$ cat src/rtl/bolucu_if.sv
// -----------------------------------------------------------------------------
// bolucu_if
// Purpose : ready/valid bundle between the execute stage and the iterative
//           divider (bolucu).
// Signals : islem_gecerli_i  start request (execute -> divider)
//           islem_isaretli_i 1 = signed DIV/REM, 0 = unsigned DIVU/REMU
//           islec0_i         dividend
//           islec1_i         divisor
//           iptal_i          flush / abort the operation in flight
//           hazir_o          divider idle, new operation may be accepted
//           bolum_o          quotient (registered)
//           kalan_o          remainder (registered)
//           sonuc_gecerli_o  one-cycle pulse, bolum_o/kalan_o valid
// Modports: master = execute stage side, slave = divider side.
// -----------------------------------------------------------------------------
interface bolucu_if #(
  parameter int XLEN = 32
);
  logic            islem_gecerli_i;
  logic            islem_isaretli_i;
  logic [XLEN-1:0] islec0_i;
  logic [XLEN-1:0] islec1_i;
  logic            iptal_i;
  logic            hazir_o;
  logic [XLEN-1:0] bolum_o;
  logic [XLEN-1:0] kalan_o;
  logic            sonuc_gecerli_o;

  modport master (
    output islem_gecerli_i, islem_isaretli_i, islec0_i, islec1_i, iptal_i,
    input  hazir_o, bolum_o, kalan_o, sonuc_gecerli_o
  );

  modport slave (
    input  islem_gecerli_i, islem_isaretli_i, islec0_i, islec1_i, iptal_i,
    output hazir_o, bolum_o, kalan_o, sonuc_gecerli_o
  );
endinterface

$ cat src/rtl/bolucu.sv
// -----------------------------------------------------------------------------
// bolucu
// Purpose : iterative radix-2 restoring integer divider for RISC-V
//           DIV/DIVU/REM/REMU. Produces quotient and remainder together,
//           one quotient bit per cycle.
// Ports   : clk_i  clock, rising edge
//           rst_i  asynchronous active-high reset
//           bus    bolucu_if.slave (start request, operands, flush,
//                  ready, results, result-valid pulse)
// Timing  : normal op result valid XLEN+2 edges after accept (counting the
//           accept edge); divide-by-zero and signed overflow take 2 edges.
// -----------------------------------------------------------------------------
module bolucu #(
  parameter int XLEN = 32
) (
  input  logic     clk_i,
  input  logic     rst_i,
  bolucu_if.slave  bus
);

  localparam int SW = $clog2(XLEN);

  localparam logic [1:0] BOSTA  = 2'd0;
  localparam logic [1:0] BOL    = 2'd1;
  localparam logic [1:0] DUZELT = 2'd2;
  localparam logic [1:0] OZEL   = 2'd3;

  localparam logic [XLEN-1:0] EN_KUCUK = {1'b1, {(XLEN-1){1'b0}}};

  logic [1:0]      durum_q, durum_d;
  logic [SW-1:0]   sayac_q, sayac_d;
  logic [XLEN-1:0] rem_q, rem_d;         // partial remainder (magnitude)
  logic [XLEN-1:0] q_q, q_d;             // dividend shifting out / quotient in
  logic [XLEN-1:0] bolen_q, bolen_d;     // |divisor|
  logic            neg_bolum_q, neg_bolum_d;
  logic            neg_kalan_q, neg_kalan_d;
  logic [XLEN-1:0] bolum_q, bolum_d;
  logic [XLEN-1:0] kalan_q, kalan_d;
  logic            gecerli_q, gecerli_d;

  // Operand preparation at accept time.
  logic            neg0, neg1, sifir_bolen, tasma;
  logic [XLEN-1:0] abs0, abs1;

  assign neg0        = bus.islem_isaretli_i & bus.islec0_i[XLEN-1];
  assign neg1        = bus.islem_isaretli_i & bus.islec1_i[XLEN-1];
  assign abs0        = neg0 ? -bus.islec0_i : bus.islec0_i;
  assign abs1        = neg1 ? -bus.islec1_i : bus.islec1_i;
  assign sifir_bolen = (bus.islec1_i == '0);
  assign tasma       = bus.islem_isaretli_i && (bus.islec0_i == EN_KUCUK) &&
                       (bus.islec1_i == '1);

  // One restoring step on an XLEN+1 bit remainder so the compare/subtract
  // never loses the bit shifted out of the top.
  logic [XLEN:0] rem_kay, rem_fark;
  logic          rem_buyuk;
  logic          unused_fark_msb;

  assign rem_kay   = {rem_q, q_q[XLEN-1]};
  assign rem_fark  = rem_kay - {1'b0, bolen_q};
  assign rem_buyuk = (rem_kay >= {1'b0, bolen_q});
  // When the subtraction is taken the difference is below |divisor|, so its
  // top bit is always zero.
  assign unused_fark_msb = rem_fark[XLEN];

  always_comb begin
    durum_d     = durum_q;
    sayac_d     = sayac_q;
    rem_d       = rem_q;
    q_d         = q_q;
    bolen_d     = bolen_q;
    neg_bolum_d = neg_bolum_q;
    neg_kalan_d = neg_kalan_q;
    bolum_d     = bolum_q;
    kalan_d     = kalan_q;
    gecerli_d   = 1'b0;

    case (durum_q)
      BOSTA: begin
        if (bus.islem_gecerli_i) begin
          neg_bolum_d = neg0 ^ neg1;
          neg_kalan_d = neg0;
          bolen_d     = abs1;
          sayac_d     = SW'(XLEN - 1);
          if (sifir_bolen) begin
            // Special results are parked in q/rem and copied out in OZEL.
            q_d     = '1;
            rem_d   = bus.islec0_i;
            durum_d = OZEL;
          end else if (tasma) begin
            q_d     = bus.islec0_i;
            rem_d   = '0;
            durum_d = OZEL;
          end else begin
            q_d     = abs0;
            rem_d   = '0;
            durum_d = BOL;
          end
        end
      end
      BOL: begin
        q_d   = {q_q[XLEN-2:0], rem_buyuk};
        rem_d = rem_buyuk ? rem_fark[XLEN-1:0] : rem_kay[XLEN-1:0];
        if (sayac_q == '0) begin
          durum_d = DUZELT;
        end else begin
          sayac_d = sayac_q - SW'(1);
        end
      end
      DUZELT: begin
        bolum_d   = neg_bolum_q ? -q_q : q_q;
        kalan_d   = neg_kalan_q ? -rem_q : rem_q;
        gecerli_d = 1'b1;
        durum_d   = BOSTA;
      end
      OZEL: begin
        bolum_d   = q_q;
        kalan_d   = rem_q;
        gecerli_d = 1'b1;
        durum_d   = BOSTA;
      end
      default: durum_d = BOSTA;
    endcase

    // Flush wins over everything, including an accept in the same cycle and
    // a result that would otherwise be registered this edge.
    if (bus.iptal_i) begin
      durum_d   = BOSTA;
      gecerli_d = 1'b0;
      bolum_d   = bolum_q;
      kalan_d   = kalan_q;
    end
  end

  always_ff @(posedge clk_i or posedge rst_i) begin
    if (rst_i) begin
      durum_q     <= BOSTA;
      sayac_q     <= '0;
      rem_q       <= '0;
      q_q         <= '0;
      bolen_q     <= '0;
      neg_bolum_q <= 1'b0;
      neg_kalan_q <= 1'b0;
      bolum_q     <= '0;
      kalan_q     <= '0;
      gecerli_q   <= 1'b0;
    end else begin
      durum_q     <= durum_d;
      sayac_q     <= sayac_d;
      rem_q       <= rem_d;
      q_q         <= q_d;
      bolen_q     <= bolen_d;
      neg_bolum_q <= neg_bolum_d;
      neg_kalan_q <= neg_kalan_d;
      bolum_q     <= bolum_d;
      kalan_q     <= kalan_d;
      gecerli_q   <= gecerli_d;
    end
  end

  assign bus.hazir_o         = (durum_q == BOSTA);
  assign bus.bolum_o         = bolum_q;
  assign bus.kalan_o         = kalan_q;
  assign bus.sonuc_gecerli_o = gecerli_q;

endmodule

$ cat src/flat_wrapper.sv
// flat-port wrapper written by rule: the top's interface ports become plain ports
module bolucu_flat 
#(
  parameter int XLEN = 32
)
  (clk_i, rst_i, bus_islem_gecerli_i, bus_islem_isaretli_i, bus_islec0_i, bus_islec1_i, bus_iptal_i, bus_hazir_o, bus_bolum_o, bus_kalan_o, bus_sonuc_gecerli_o);
  bolucu_if #(.XLEN(XLEN)) bus_i ();
  input  logic clk_i;
  input  logic rst_i;
  input wire logic [$bits(bus_i.islem_gecerli_i)-1:0] bus_islem_gecerli_i;
  input wire logic [$bits(bus_i.islem_isaretli_i)-1:0] bus_islem_isaretli_i;
  input wire logic [$bits(bus_i.islec0_i)-1:0] bus_islec0_i;
  input wire logic [$bits(bus_i.islec1_i)-1:0] bus_islec1_i;
  input wire logic [$bits(bus_i.iptal_i)-1:0] bus_iptal_i;
  output wire logic [$bits(bus_i.hazir_o)-1:0] bus_hazir_o;
  output wire logic [$bits(bus_i.bolum_o)-1:0] bus_bolum_o;
  output wire logic [$bits(bus_i.kalan_o)-1:0] bus_kalan_o;
  output wire logic [$bits(bus_i.sonuc_gecerli_o)-1:0] bus_sonuc_gecerli_o;
  assign bus_i.islem_gecerli_i = bus_islem_gecerli_i;
  assign bus_i.islem_isaretli_i = bus_islem_isaretli_i;
  assign bus_i.islec0_i = bus_islec0_i;
  assign bus_i.islec1_i = bus_islec1_i;
  assign bus_i.iptal_i = bus_iptal_i;
  assign bus_hazir_o = bus_i.hazir_o;
  assign bus_bolum_o = bus_i.bolum_o;
  assign bus_kalan_o = bus_i.kalan_o;
  assign bus_sonuc_gecerli_o = bus_i.sonuc_gecerli_o;
  bolucu #(.XLEN(XLEN)) u_core (.clk_i(clk_i), .rst_i(rst_i), .bus(bus_i));
endmodule
$ cat config.mk
export PLATFORM = sky130hd
export DESIGN_NAME = bolucu_flat
export DESIGN_NICKNAME = d
export VERILOG_FILES = /design/src/rtl/bolucu_if.sv /design/src/rtl/bolucu.sv /design/src/flat_wrapper.sv
export SDC_FILE = /design/constraint.sdc
export NUM_CORES = 1
export LEC_CHECK = 0
export ABC_CLOCK_PERIOD_IN_PS = 8300
export BUFFER_PORTS_ARGS = -buffer_cell sky130_fd_sc_hd__buf_2
export CORE_MARGIN = 2
export CORE_UTILIZATION = 54
export CTS_CLUSTER_DIAMETER = 80
export CTS_CLUSTER_SIZE = 10
export DETAILED_ROUTE_END_ITERATION = 8
export HOLD_SLACK_MARGIN = 0.1
export PLACE_DENSITY = 0.85
export SLEW_MARGIN = 10
export SYNTH_ARGS = -nofsm -noshare
export SYNTH_HDL_FRONTEND = slang
export SYNTH_SLANG_ARGS = --single-unit
$ cat constraint.sdc
create_clock -name clk_i -period 8.3 [get_ports clk_i]
set_clock_uncertainty 0.05 [all_clocks]
set_input_delay 0.415 -clock clk_i [delete_from_list [all_inputs] [get_ports clk_i]]
set_output_delay 0.415 -clock clk_i [all_outputs]
set_load 0.05 [all_outputs]
* Yosys cells after proc, flatten, opt, wreduce, memory -nomap -nowiden
Cells that the tools add are included.
Word-level totals: input port bits 69, output and inout bits 66, register bits 170, word-level logic and storage cells 68
Operators by class: order comparisons 1, muxes and demuxes 25, bitwise gates (word level) 4, $add $sub $neg 6, reduce and logical (&&, ||, !) cells 13, equal/unequal tests 9
Operator list (count):
- $mux W32 | 10
- $pmux W32 S2 | 4
- $neg A32 Y32 | 4
- $eq A32 B32 Y1 const B | 2
- $ge A33 B32 Y1 | 1
- $logic_not A32 Y1 | 1
- $sub A32 B32 Y32 | 1
- $mux W2 | 5
- $mux W5 | 2
- $pmux W5 S2 | 1
- $reduce_and A2 Y1 | 4
- $pmux W2 S3 | 1
- $logic_not A5 Y1 | 1
- $sub A5 B1 Y5 const B | 1
- $eq A2 B2 Y1 const B | 2
- $ne A2 B2 Y1 const B | 2
- $reduce_bool A2 Y1 | 2
- $ne A3 B2 Y1 const B | 1
- $ne A3 B3 Y1 const B | 1
- $reduce_and A3 Y1 | 1
- $and A1 B1 Y1 | 2
- $eq A2 B1 Y1 const B | 1
- $logic_and A1 B1 Y1 | 2
- $logic_not A2 Y1 | 1
- other kinds (4) | 5

* Logic depth before layout (Yosys ltp)
Gate-level depths: netlist of run 1.
depth after elaboration 8, depth in mapped cells 14, mapped depth without buffers 12

* Least setup slack after synthesis of run 1
No wires, ideal clock.
path kind reg-to-reg, start register u_core.rem_q[7], end register u_core.rem_q[26], buffers on the path 3, library setup time 0.141 ns, slack 5.323 ns, arrival 2.785 ns, stages on the path, launching flop included 14, required time 8.109 ns, period minus slack after synthesis 2.977 ns, cell sequence dfrtp_1 > ha_1 > clkbuf_1 > a21oi_1 > a211o_1 > a21o_1 > o211ai_1 > nand3_1 > nand2_1 > buf_1 > clkbuf_1 > o21ai_0 > a21oi_1 > a31oi_1
Between the ends: cells in the longest elaborated chain, start to end 3, elaborated cells on any way between the ends 4, classes of those cells add/sub: 1; order compare: 1; mux: 2
RTL lines:
- start, declared | RTL line bolucu.sv:32 | logic [XLEN-1:0] rem_q, rem_d;
- start signal, assigned | RTL line bolucu.sv:150 | rem_q <= rem_d;
- $sub A32 B32 Y32 or $ge A33 B32 Y1 (tied branches) | RTL line bolucu.sv:60, bolucu.sv:61
- $mux W32 * | RTL line bolucu.sv:103 | rem_d = rem_buyuk ? rem_fark[XLEN-1:0] : rem_kay[XLEN-1:0];
- $pmux W32 S2 * | RTL line bolucu.sv:78 | case (durum_q)
Every way passes the cells marked *; elsewhere a longest branch is shown, timed or not. A chain may end at the register's enable or synchronous reset.

* Final worst setup path of run 1
start register u_core.rem_q[7], end register u_core.rem_q[0]
Between the ends: cells in the longest elaborated chain, start to end 3
RTL lines:
- $ge A33 B32 Y1 | RTL line bolucu.sv:61 | assign rem_buyuk = (rem_kay >= {1'b0, bolen_q});
- $mux W32 | RTL line bolucu.sv:103
- $pmux W32 S2 | RTL line bolucu.sv:78
No other way between the ends.

==> flow_summary.ini, run 1 <==
[grt]
grt_pass1_vias = 10400
grt_usage_pct = 29.7
grt_max_degree = 107
grt_pass1_wl_mm = 53.0
antenna_found_initial = 0
grt_overflow = 0

[power_and_ir_drop]
internal-power_mw = 2.30
power.density_mw_per_mm2 = 354
leakage_nw = 5.76
finalPower_mw = 4.56
seq_power_share_pct = 31.3
power_frac_comb_pct = 52.3
p_switching_mw = 2.26
switching_share_pct = 49.5
power_frac_clock_pct = 16.4
peakVddDrop_v = 0.000148

[cts]
tritoncts = yes
numClockSinks = 170
clk_pin_slew_ns = 0.07
clockBufferDepth = 2
htree_levels = 4
ctsRootBufferMaster = clkbuf_16
numCtsBuffers = 17
insertion_delay_ns = 0.43
postCtsSetupBuffers = 0
cts_resized = 0
hold_buffers = 0

[sta]
period_needed_ns = 3.42
drv_slew = 0
worst_pin_slew_ns = 0.940
holdWs_ns = 0.116
fmax_ghz = 0.292
finalHoldViolations = 0
slew_headroom_pct = 37.3
fin_crit_sh_pct = 41.2
setup_violations = 0
tns_ns = 0
rsz0062_at_grt = false

[critical_path]
max_stage_delay_ns = 0.47
critPathKind = flip-flop to flip-flop
crit_path_cell_trace = ha_1 > a21oi_1 > a211o_1 > o211ai_1 > nand3_1 > nand2_1 > buf_4 > mux2_2 > a21oi_1 > a31o_2
required_ns = 8.62
worstSetupEndpointType = flip-flop
slowest_stage = dfrtp_1
cp_data_arrival_time_ns = 3.74
cp-start-kind = flip-flop
cp_max_fo = 59
cp_common_cell = a21oi_1

[synth]
synth_nets = 1514
seq_area_frac_synth_pct = 36.9
synth_top_area_share_pct = 36.9
synthFlopType = dfrtp_1
synth_edf_count = 0
synth-async-reset-ratio_pct = 100
synthCells = 1405
syn_area_per_cell_um2 = 8.21
synthTopCellsByCount = nand2_1 (235), dfrtp_1 (170), o21ai_0 (153)
ys_top_cells_by_area = dfrtp_1 (37%), nand2_1 (7.6%), o21ai_0 (6.6%), xor2_1 (6.0%), xnor2_1 (5.0%)
netlist_area_mm2 = 0.0115
synth_area_leader_cell = dfrtp_1
ys_ff_latch = 170
yosysWarnings = 0
yosysMostFrequentCell = nand2_1
yosysUniqueCellTypes = 72

[routing]
post-route-drc-count = 0
wl_mm = 32.6
first_pass_iters = 6
drtIter0Drc = 985
vias_per_cell = 6.15
num_vias = 10900
antenna_left = 0
wire_per_inst_um = 18.4

[floorplan]
die-area_mm2 = 0.0225
num_rows = 53
start_util_pct = 54.9
die_h_um = 150
core_mm2 = 0.0210
die_w_um = 150
ios = 135

[hold_path]
hold_class = input pin to flip-flop

[final_layout]
drive_above_1_share_pct = 13.6
final_nets = 1594
utilization_pct = 61.2
layout.cells.non_filler = 1774
area_growth_pct = 11.6

[place]
placedCellCount = 1741
place_congestion = 0.983
hpwl_mm = 24.0
port-buffer-count = 134

[run]
cap_viol_max_count = 0

[outcome]
status = completed
==> cell families (layout without fill, tap and decap cells) <==
kind of cell    Yosys count  after routing  synth area share [%]
buf+inv                 141            234                  4.80
mux                       8              8                 0.705
flops                   170            170                  36.9
compound gates          414            414                  22.3
other cells               0              1                     0
fa+ha+maj                40             40                  4.41
xor+xnor                145            145                  11.0
simple gates            487            487                  19.8
==> layer usage <==
layer / global-route usage, % / wire length, um / vias up
met5: 0 / 0 / -
li1: - / - / 5145
met3: 6.12 / 2770 / 97
met4: 12.6 / 1180 / 0
met2: 45.8 / 14600 / 523
met1: 40.7 / 14000 / 5137
==> critical path, delay by kind of cell (launching register included) <==
kind / cells / cell delay [ns]
flip-flops: 1 / 0.47
AO/OA/AOI/OAI: 5 / 1.18
AND/OR/NAND/NOR: 2 / 0.33
buffers and inverters: 1 / 0.47
multiplexers: 1 / 0.40
adder cells (fa/ha/maj): 1 / 0.44
==> placed cells by master, fill, tap and decap left out, types with 4 or more instances in the layout <==
master / netlist / routed
or4_1: 9 / 9
a31oi_1: 17 / 17
buf_2: 4 / 134
ha_1: 39 / 39
xnor2_1: 66 / 66
o21a_1: 4 / 4
and2_1: 8 / 8
clkbuf_16: 0 / 17
buf_4: 1 / 10
xor2_1: 79 / 79
a21oi_1: 96 / 96
nand2b_1: 7 / 5
clkinv_2: 0 / 5
nand3_1: 23 / 23
a211o_1: 6 / 6
dfrtp_1: 170 / 170
nor2b_1: 5 / 4
or3_1: 12 / 12
nor3_1: 40 / 39
inv_1: 58 / 57
a211oi_1: 14 / 14
nand4_1: 15 / 15
nor2_1: 77 / 77
o21ai_0: 153 / 153
o41ai_1: 6 / 6
nand2_1: 235 / 234
a32oi_1: 30 / 30
a21o_1: 20 / 20
nor4_1: 14 / 14
o31ai_1: 28 / 28
o211ai_1: 8 / 8
and3_1: 19 / 19
mux2i_1: 7 / 7
==> power groups by stage <==
stage	combinational (mW)	clock, mW	sequential (mW)
4_1_cts	2.37	0.754	1.41
3_5_place_dp	2.35	0	1.43
6_report	2.38	0.749	1.43
5_1_grt	2.62	0.786	1.46
2_1_floorplan	1.34	0	1.84
3_3_place_gp	2.31	0	1.41
==> area by class of cell <==
type                            count  area, um^2
Tap cell                          275         344
Inverter                           58         223
Clock buffer                       19         453
Timing Repair Buffer              144         746
Clock inverter                     13        93.8
Fill cell                        1866        8150
Sequential cell                   170        4250
Multi-Input combinational cell   1094        6750
Antenna cell                        1        2.50
==> flip-flops by register name, indices dropped and copies added, names as in the netlist <==
name / flops
u_core.q_q: 32
u_core.bus.bolum_o: 32
u_core.neg_kalan_q: 1
u_core.bolen_q: 32
u_core.neg_bolum_q: 1
u_core.bus.kalan_o: 32
u_core.durum_q: 2
u_core.rem_q: 32
u_core.sayac_q: 5
u_core.bus.sonuc_gecerli_o: 1
==> worst paths after layout <==
check                      slack, ns  cells after the start              startpoint                      to
max in group asynchronous       6.62                      3                   rst_i          u_core.q_q[24]
min in group asynchronous       0.15                      2                   rst_i  u_core.bus.kalan_o[15]
setup / recovery                4.88                     10         u_core.rem_q[7]         u_core.rem_q[0]
hold / removal                  0.12                      2             bus_iptal_i       u_core.durum_q[0]
hold reg to reg                 0.43                      2  u_core.bus.kalan_o[16]  u_core.bus.kalan_o[16]
setup reg to reg                4.88                     10         u_core.rem_q[7]         u_core.rem_q[0]
==> metrics by stage <==
stage,setup slack (ns),cell area (um^2)
6_report,4.88,12900
5_1_grt,4.66,12900
4_1_cts,4.95,12900
3_5_place_dp,4.90,12300
3_3_place_gp,4.99,12300
2_1_floorplan,3.23,11500
(Power assumes the default switching activity.)
==> run 2, diff against run 1 <==
--- a/config.mk
+++ b/config.mk
@@ -5,7 +5,7 @@
 export SDC_FILE = /design/constraint.sdc
 export NUM_CORES = 1
 export LEC_CHECK = 0
-export ABC_CLOCK_PERIOD_IN_PS = 8300
+export ABC_CLOCK_PERIOD_IN_PS = 2780
 export BUFFER_PORTS_ARGS = -buffer_cell sky130_fd_sc_hd__buf_2
 export CORE_MARGIN = 2
 export CORE_UTILIZATION = 54
@@ -13,7 +13,7 @@
 export CTS_CLUSTER_SIZE = 10
 export DETAILED_ROUTE_END_ITERATION = 8
 export HOLD_SLACK_MARGIN = 0.1
-export PLACE_DENSITY = 0.85
+export PLACE_DENSITY = 0.88
 export SLEW_MARGIN = 10
 export SYNTH_ARGS = -nofsm -noshare
 export SYNTH_HDL_FRONTEND = slang
==> constraint.sdc (replaced) <==
create_clock -name clk_i -period 2.78 [get_ports clk_i]
set_clock_uncertainty 0.05 [all_clocks]
set_input_delay 0.139 -clock clk_i [delete_from_list [all_inputs] [get_ports clk_i]]
set_output_delay 0.139 -clock clk_i [all_outputs]
set_load 0.05 [all_outputs]
==> run 2 against run 1 <==
Compared with the run above: the run now ends with setup timing left; register-to-register slack got worse by 5.0 ns; critical path depth is 1 lower; sequential share of layout area fell by 5.1 points; worst setup slack worse by 5.0 ns; critical path type unchanged; critical endpoint is now u_core.bus.bolum_o[30]; largest power group unchanged; highest routed layer unchanged.
==> flow_summary.ini, run 2 (same netlist as run 1, synthesis figures left out) <==
[final_layout]
drive_above_1_share_pct = 24.5
stdcell_area_mm2 = 0.0152
diodes = 0
layout.cells.non_filler = 1994
utilization_pct = 72.5
final_nets = 1815
layout_common_cells = nand2_1 (232), dfrtp_1 (170), buf_4 (156), o21ai_0 (134), buf_2 (133)
final_common_cell = nand2_1
area_growth_pct = 32.1

[routing]
first_pass_iters = 5
antenna_left = 0
wl_mm = 38.5
wire_per_inst_um = 19.3
num_vias = 12300
post-route-drc-count = 0
drtIter0Drc = 1443
vias_per_cell = 6.18

[grt]
grt_overflow = 0
grt_pass1_vias = 11500
antenna_found_initial = 0
grt_use_met3_pct = 5.18
grt_max_degree = 130
grt_pass1_wl_mm = 58.7
gr-usage-met2_pct = 53.7
grt_use_met1_pct = 43.7
grt_usage_pct = 32.9
grt-busiest-layer = met2

[critical_path]
worstSetupEndpointType = flip-flop
cp-start-kind = flip-flop
regToRegEndpoint = u_core.bus.bolum_o[30]
reg2reg_depth = 9
critPathKind = flip-flop to flip-flop
required_ns = 3.04
cp_data_arrival_time_ns = 3.14
r2r-start = u_core.q_q[8]
cp_max_fo = 6
r2r_slack_ns = -0.10

[power_and_ir_drop]
leakage_nw = 6.90
power_frac_clock_pct = 14.3
p_switching_mw = 7.72
power_frac_comb_pct = 60.7
peakVddDrop_v = 0.000468
seq_power_share_pct = 25.0
power.density_mw_per_mm2 = 1050
switching_share_pct = 48.5
internal-power_mw = 8.20

[cts]
insertion_delay_ns = 0.44
htree_levels = 4
ctsRootBufferMaster = clkbuf_16
numClockSinks = 170
tritoncts = yes
clk_pin_slew_ns = 0.07
clockBufferDepth = 2
numCtsBuffers = 17

[place]
postPlaceCellArea_mm2 = 0.0134
placedCellCount = 1876
dp_slack_ns = -0.268
place_congestion = 0.955
port-buffer-count = 134
hpwl_mm = 25.4

[sta]
slew_headroom_pct = 34.5
drv_slew = 0
fmax_ghz = 0.347
tns_ns = -0.613
fin_crit_sh_pct = 104
setup_violations = 13
period_needed_ns = 2.88
rsz0062_at_grt = true
worst_pin_slew_ns = 0.980
finalHoldViolations = 0
fin_ws_ns = -0.102

[hold_path]
hold_depth = 4
hold_end = u_core.bolen_q[6]
hold_path.startpoint = bus_islec1_i[5]
hold_class = input pin to flip-flop

[floorplan]
core_mm2 = 0.0210
die_h_um = 150
ios = 135
die-area_mm2 = 0.0225
die_w_um = 150
num_rows = 53
start_util_pct = 54.9

[outcome]
violations = setup timing
status = finished, violations left

[run]
cap_viol_max_count = 0
[run 2: cell types whose count changed in the layout (fill, tap and decap cells not counted), moves of 5 or more]
cell / delta
buf_12: +7
buf_4: +146
dlygate4sd3_1: +63
nor2_1: -5
o21ai_0: -19
o21ai_1: +10
o21ai_2: +8
o31ai_1: -5
[run 2: worst max path at each step]
| stage | start | to | slack [ns] |
|---|---|---|---|
| after floorplan | u_core.q_q[31] | u_core.rem_q[24] | -0.009 |
| after global placement | u_core.bolen_q[0] | u_core.rem_q[22] | -0.11 |
| after detailed placement | u_core.rem_q[0] | u_core.rem_q[23] | -0.27 |
| after CTS | u_core.rem_q[0] | u_core.rem_q[23] | -0.09 |
| after global routing | u_core.bolen_q[12] | u_core.rem_q[27] | -0.18 |
| final | u_core.q_q[8] | u_core.bus.bolum_o[30] | -0.10 |
[run 2: what timing repair did]
item,CTS,global route
cloned,0,0
hold buffers,64,0
pin swaps,16,45
endpoints found under the hold margin,243,0
setup endpoints to repair,39,71
setup buffers,7,17
gates resized for setup,22,83
[run 2: power groups by stage]
stage	combinational (mW)	clock, mW	sequential, mW
after floorplan	4.03	0	5.49
after global placement	8.23	0	3.90
after detailed placement	8.45	0	3.95
after CTS	8.82	2.28	3.91
after global routing	10.3	2.40	4.06
final	9.66	2.28	3.98
[run 2: worst max-delay path: stages, from the launching register on]
cell	delay (ns)
dfrtp_1	0.42
or4_4	0.59
nor2_4	0.12
nand3b_1	0.15
nor2_2	0.20
nand2_2	0.09
or4_4	0.66
o31ai_4	0.23
xor2_1	0.18
o21ai_1	0.07
[run 2: layout make-up]
cell class	count	area [um^2]
repair buffers	365	2680
flip-flops and latches	170	4250
clock inverters	14	110
well taps	275	344
fillers	1442	5790
inverters	58	224
multi-input cells	1094	7180
clock buffers	18	439
[run 2: routing by layer]
layer  vias up  share of wire (%)
met3       157                9.0
met1      5837                 39
li1       5587                  -
met2       732                 48
met4         0                4.5
met5         -                  0
[run 2: per-stage QoR]
step	hold WS (ns)	total power, mW
6_report	0.109	15.9
4_1_cts	0.111	15.0
3_3_place_gp	0.215	12.1
2_1_floorplan	0.155	9.51
5_1_grt	0.125	16.8
3_5_place_dp	0.211	12.4
==> run 3, diff against run 2 <==
--- a/config.mk
+++ b/config.mk
@@ -7,6 +7,7 @@
 export LEC_CHECK = 0
 export ABC_CLOCK_PERIOD_IN_PS = 2780
 export BUFFER_PORTS_ARGS = -buffer_cell sky130_fd_sc_hd__buf_2
+export CORE_ASPECT_RATIO = 0.9
 export CORE_MARGIN = 2
 export CORE_UTILIZATION = 54
 export CTS_CLUSTER_DIAMETER = 80
==> run 3 against run 2 <==
Compared with the run above: the flow still finishes with violations (setup timing); cell area shrank 0.52%; die area hardly changed; clock power up 3%; via count rose by 1.1%; hold slack worse by 0.0055 ns; global-route usage rose by 1.9 points.
==> flow_summary.ini, run 3 (same netlist as run 1, synthesis figures left out) <==
[final_layout]
multiInputGateArea_mm2 = 0.00723
utilization_pct = 72.5
area_growth_pct = 31.4
drive_above_1_share_pct = 24.3
layout.cells.non_filler = 1980
final_common_cell = nand2_1
layout_common_cells = nand2_1 (229), dfrtp_1 (170), buf_2 (134), o21ai_0 (128), buf_4 (126)
final_nets = 1790
seq_area_mm2 = 0.00425
fill_cells = 1468

[run]
cap_viol_max_count = 0

[floorplan]
ios = 135
core_mm2 = 0.0209
die_h_um = 143
num_rows = 50
die-area_mm2 = 0.0225
die_w_um = 158
start_util_pct = 55.2

[sta]
slew_headroom_pct = 27.7
setup_violations = 12
drv_slew = 0
fin_crit_sh_pct = 105
finalHoldViolations = 0
worst_pin_slew_ns = 1.09
rsz0062_at_grt = true
fmax_ghz = 0.342
period_needed_ns = 2.93
fin_ws_ns = -0.147

[critical_path]
cp_data_arrival_time_ns = 3.22
worstSetupEndpointType = flip-flop
cp_max_fo = 7
r2r_slack_ns = -0.15
critPathKind = flip-flop to flip-flop
required_ns = 3.07
cp-start-kind = flip-flop

[outcome]
violations = setup timing
status = finished, violations left

[grt]
grt_usage_pct = 34.8
grt_pass1_vias = 11500
grt_max_degree = 130
antenna_found_initial = 0
grt_pass1_wl_mm = 61.1
grt_overflow = 0

[routing]
vias_per_cell = 6.29
wl_mm = 40.5
drt-met1-wl_mm = 16.0
highest_layer = met4
first_pass_iters = 6
met3WireLength_mm = 4.51
post-route-drc-count = 0
wire_per_inst_um = 20.4
drtIter0Drc = 1538
wl_met2_mm = 18.1
antenna_left = 0
num_vias = 12400

[cts]
numClockSinks = 170
clockBufferDepth = 2
ctsRootBufferMaster = clkbuf_16
clk_pin_slew_ns = 0.07
numCtsBuffers = 17
htree_levels = 4
tritoncts = yes
insertion_delay_ns = 0.44

[place]
place_congestion = 1.01
port-buffer-count = 134
hpwl_mm = 26.3
placedCellCount = 1874

[power_and_ir_drop]
finalPower_mw = 16.0
power.density_mw_per_mm2 = 1060
leakage_nw = 6.80
peakVddDrop_v = 0.000672

[hold_path]
hold_class = input pin to flip-flop
==> run 3: cell count changes in the layout (fill, tap and decap cells not counted), sizes merged <==
cell and change:
diode +1, dlymetal6s4s -1, buf -24, inv -3, clkbuf +4, dlygate4sd3 -2
==> run 3: routing by layer <==
metal | global-route usage, % | vias to the layer above
li1 | - | 5551
met1 | 48.0 | 5826
met2 | 54.0 | 882
met3 | 7.56 | 189
met4 | 12.7 | 0
met5 | 0 | -
==> run 3: area by class of cell <==
type	instances	share of cell area, %
multi-input cells	1094	47.7
flip-flops and latches	170	28.1
clock buffers	20	3.08
well taps	286	2.36
diodes	1	0.0165
inverters	58	1.48
repair buffers	340	16.7
clock inverters	11	0.578
==> run 3: per-stage QoR <==
stage | setup WS [ns] | hold WS [ns] | instance area (um^2) | TNS [ns]
after global placement | -0.313 | 0.305 | 13300 | -1.32
final | -0.147 | 0.103 | 15200 | -0.702
after global routing | -0.234 | 0.126 | 15200 | -2.74
after floorplan | -0.00905 | 0.155 | 11600 | -0.00905
after detailed placement | -0.297 | 0.309 | 13300 | -2.95
after CTS | -0.0297 | 0.100 | 14700 | -0.0297
==> run 3: worst paths after layout <==
| check | from | end | cells after the start |
|---|---|---|---|
| max | u_core.bolen_q[1] | u_core.rem_q[29] | 13 |
| min | bus_islec1_i[6] | u_core.bolen_q[7] | 4 |
| max reg2reg | u_core.bolen_q[1] | u_core.rem_q[29] | 13 |
| min reg2reg | u_core.bus.bolum_o[6] | u_core.bus.bolum_o[6] | 2 |
| max in group asynchronous | rst_i | u_core.bolen_q[3] | 4 |
| min in group asynchronous | rst_i | u_core.bus.bolum_o[9] | 4 |
==> run 3: repair_timing <==
action	4_1_cts	5_1_grt
hold buffers	61	0
gates resized for setup	33	92
cloned	0	2
setup buffers	2	9
endpoints found under the setup margin	22	63
pin swaps	9	46
endpoints found under the hold margin	242	0
==> run 3: where the power goes <==
group	switching, mW	internal (mW)	total, mW
clock	1.11	1.23	2.34
sequential	0.687	3.30	3.99
combinational	5.99	3.70	9.69
total	7.79	8.23	16.0
==> run 3: worst max-delay path, cell delays in order, from the launching register on <==
cell and delay, ns:
dfrtp_1 0.40, inv_2 0.08, ha_4 0.21, nor2b_4 0.13
o2111a_2 0.27, o311ai_4 0.35, o211ai_1 0.25, nand3_1 0.18
nand2_2 0.09, buf_6 0.14, buf_4 0.16, o21ai_0 0.23
a21oi_1 0.10, a31oi_1 0.21
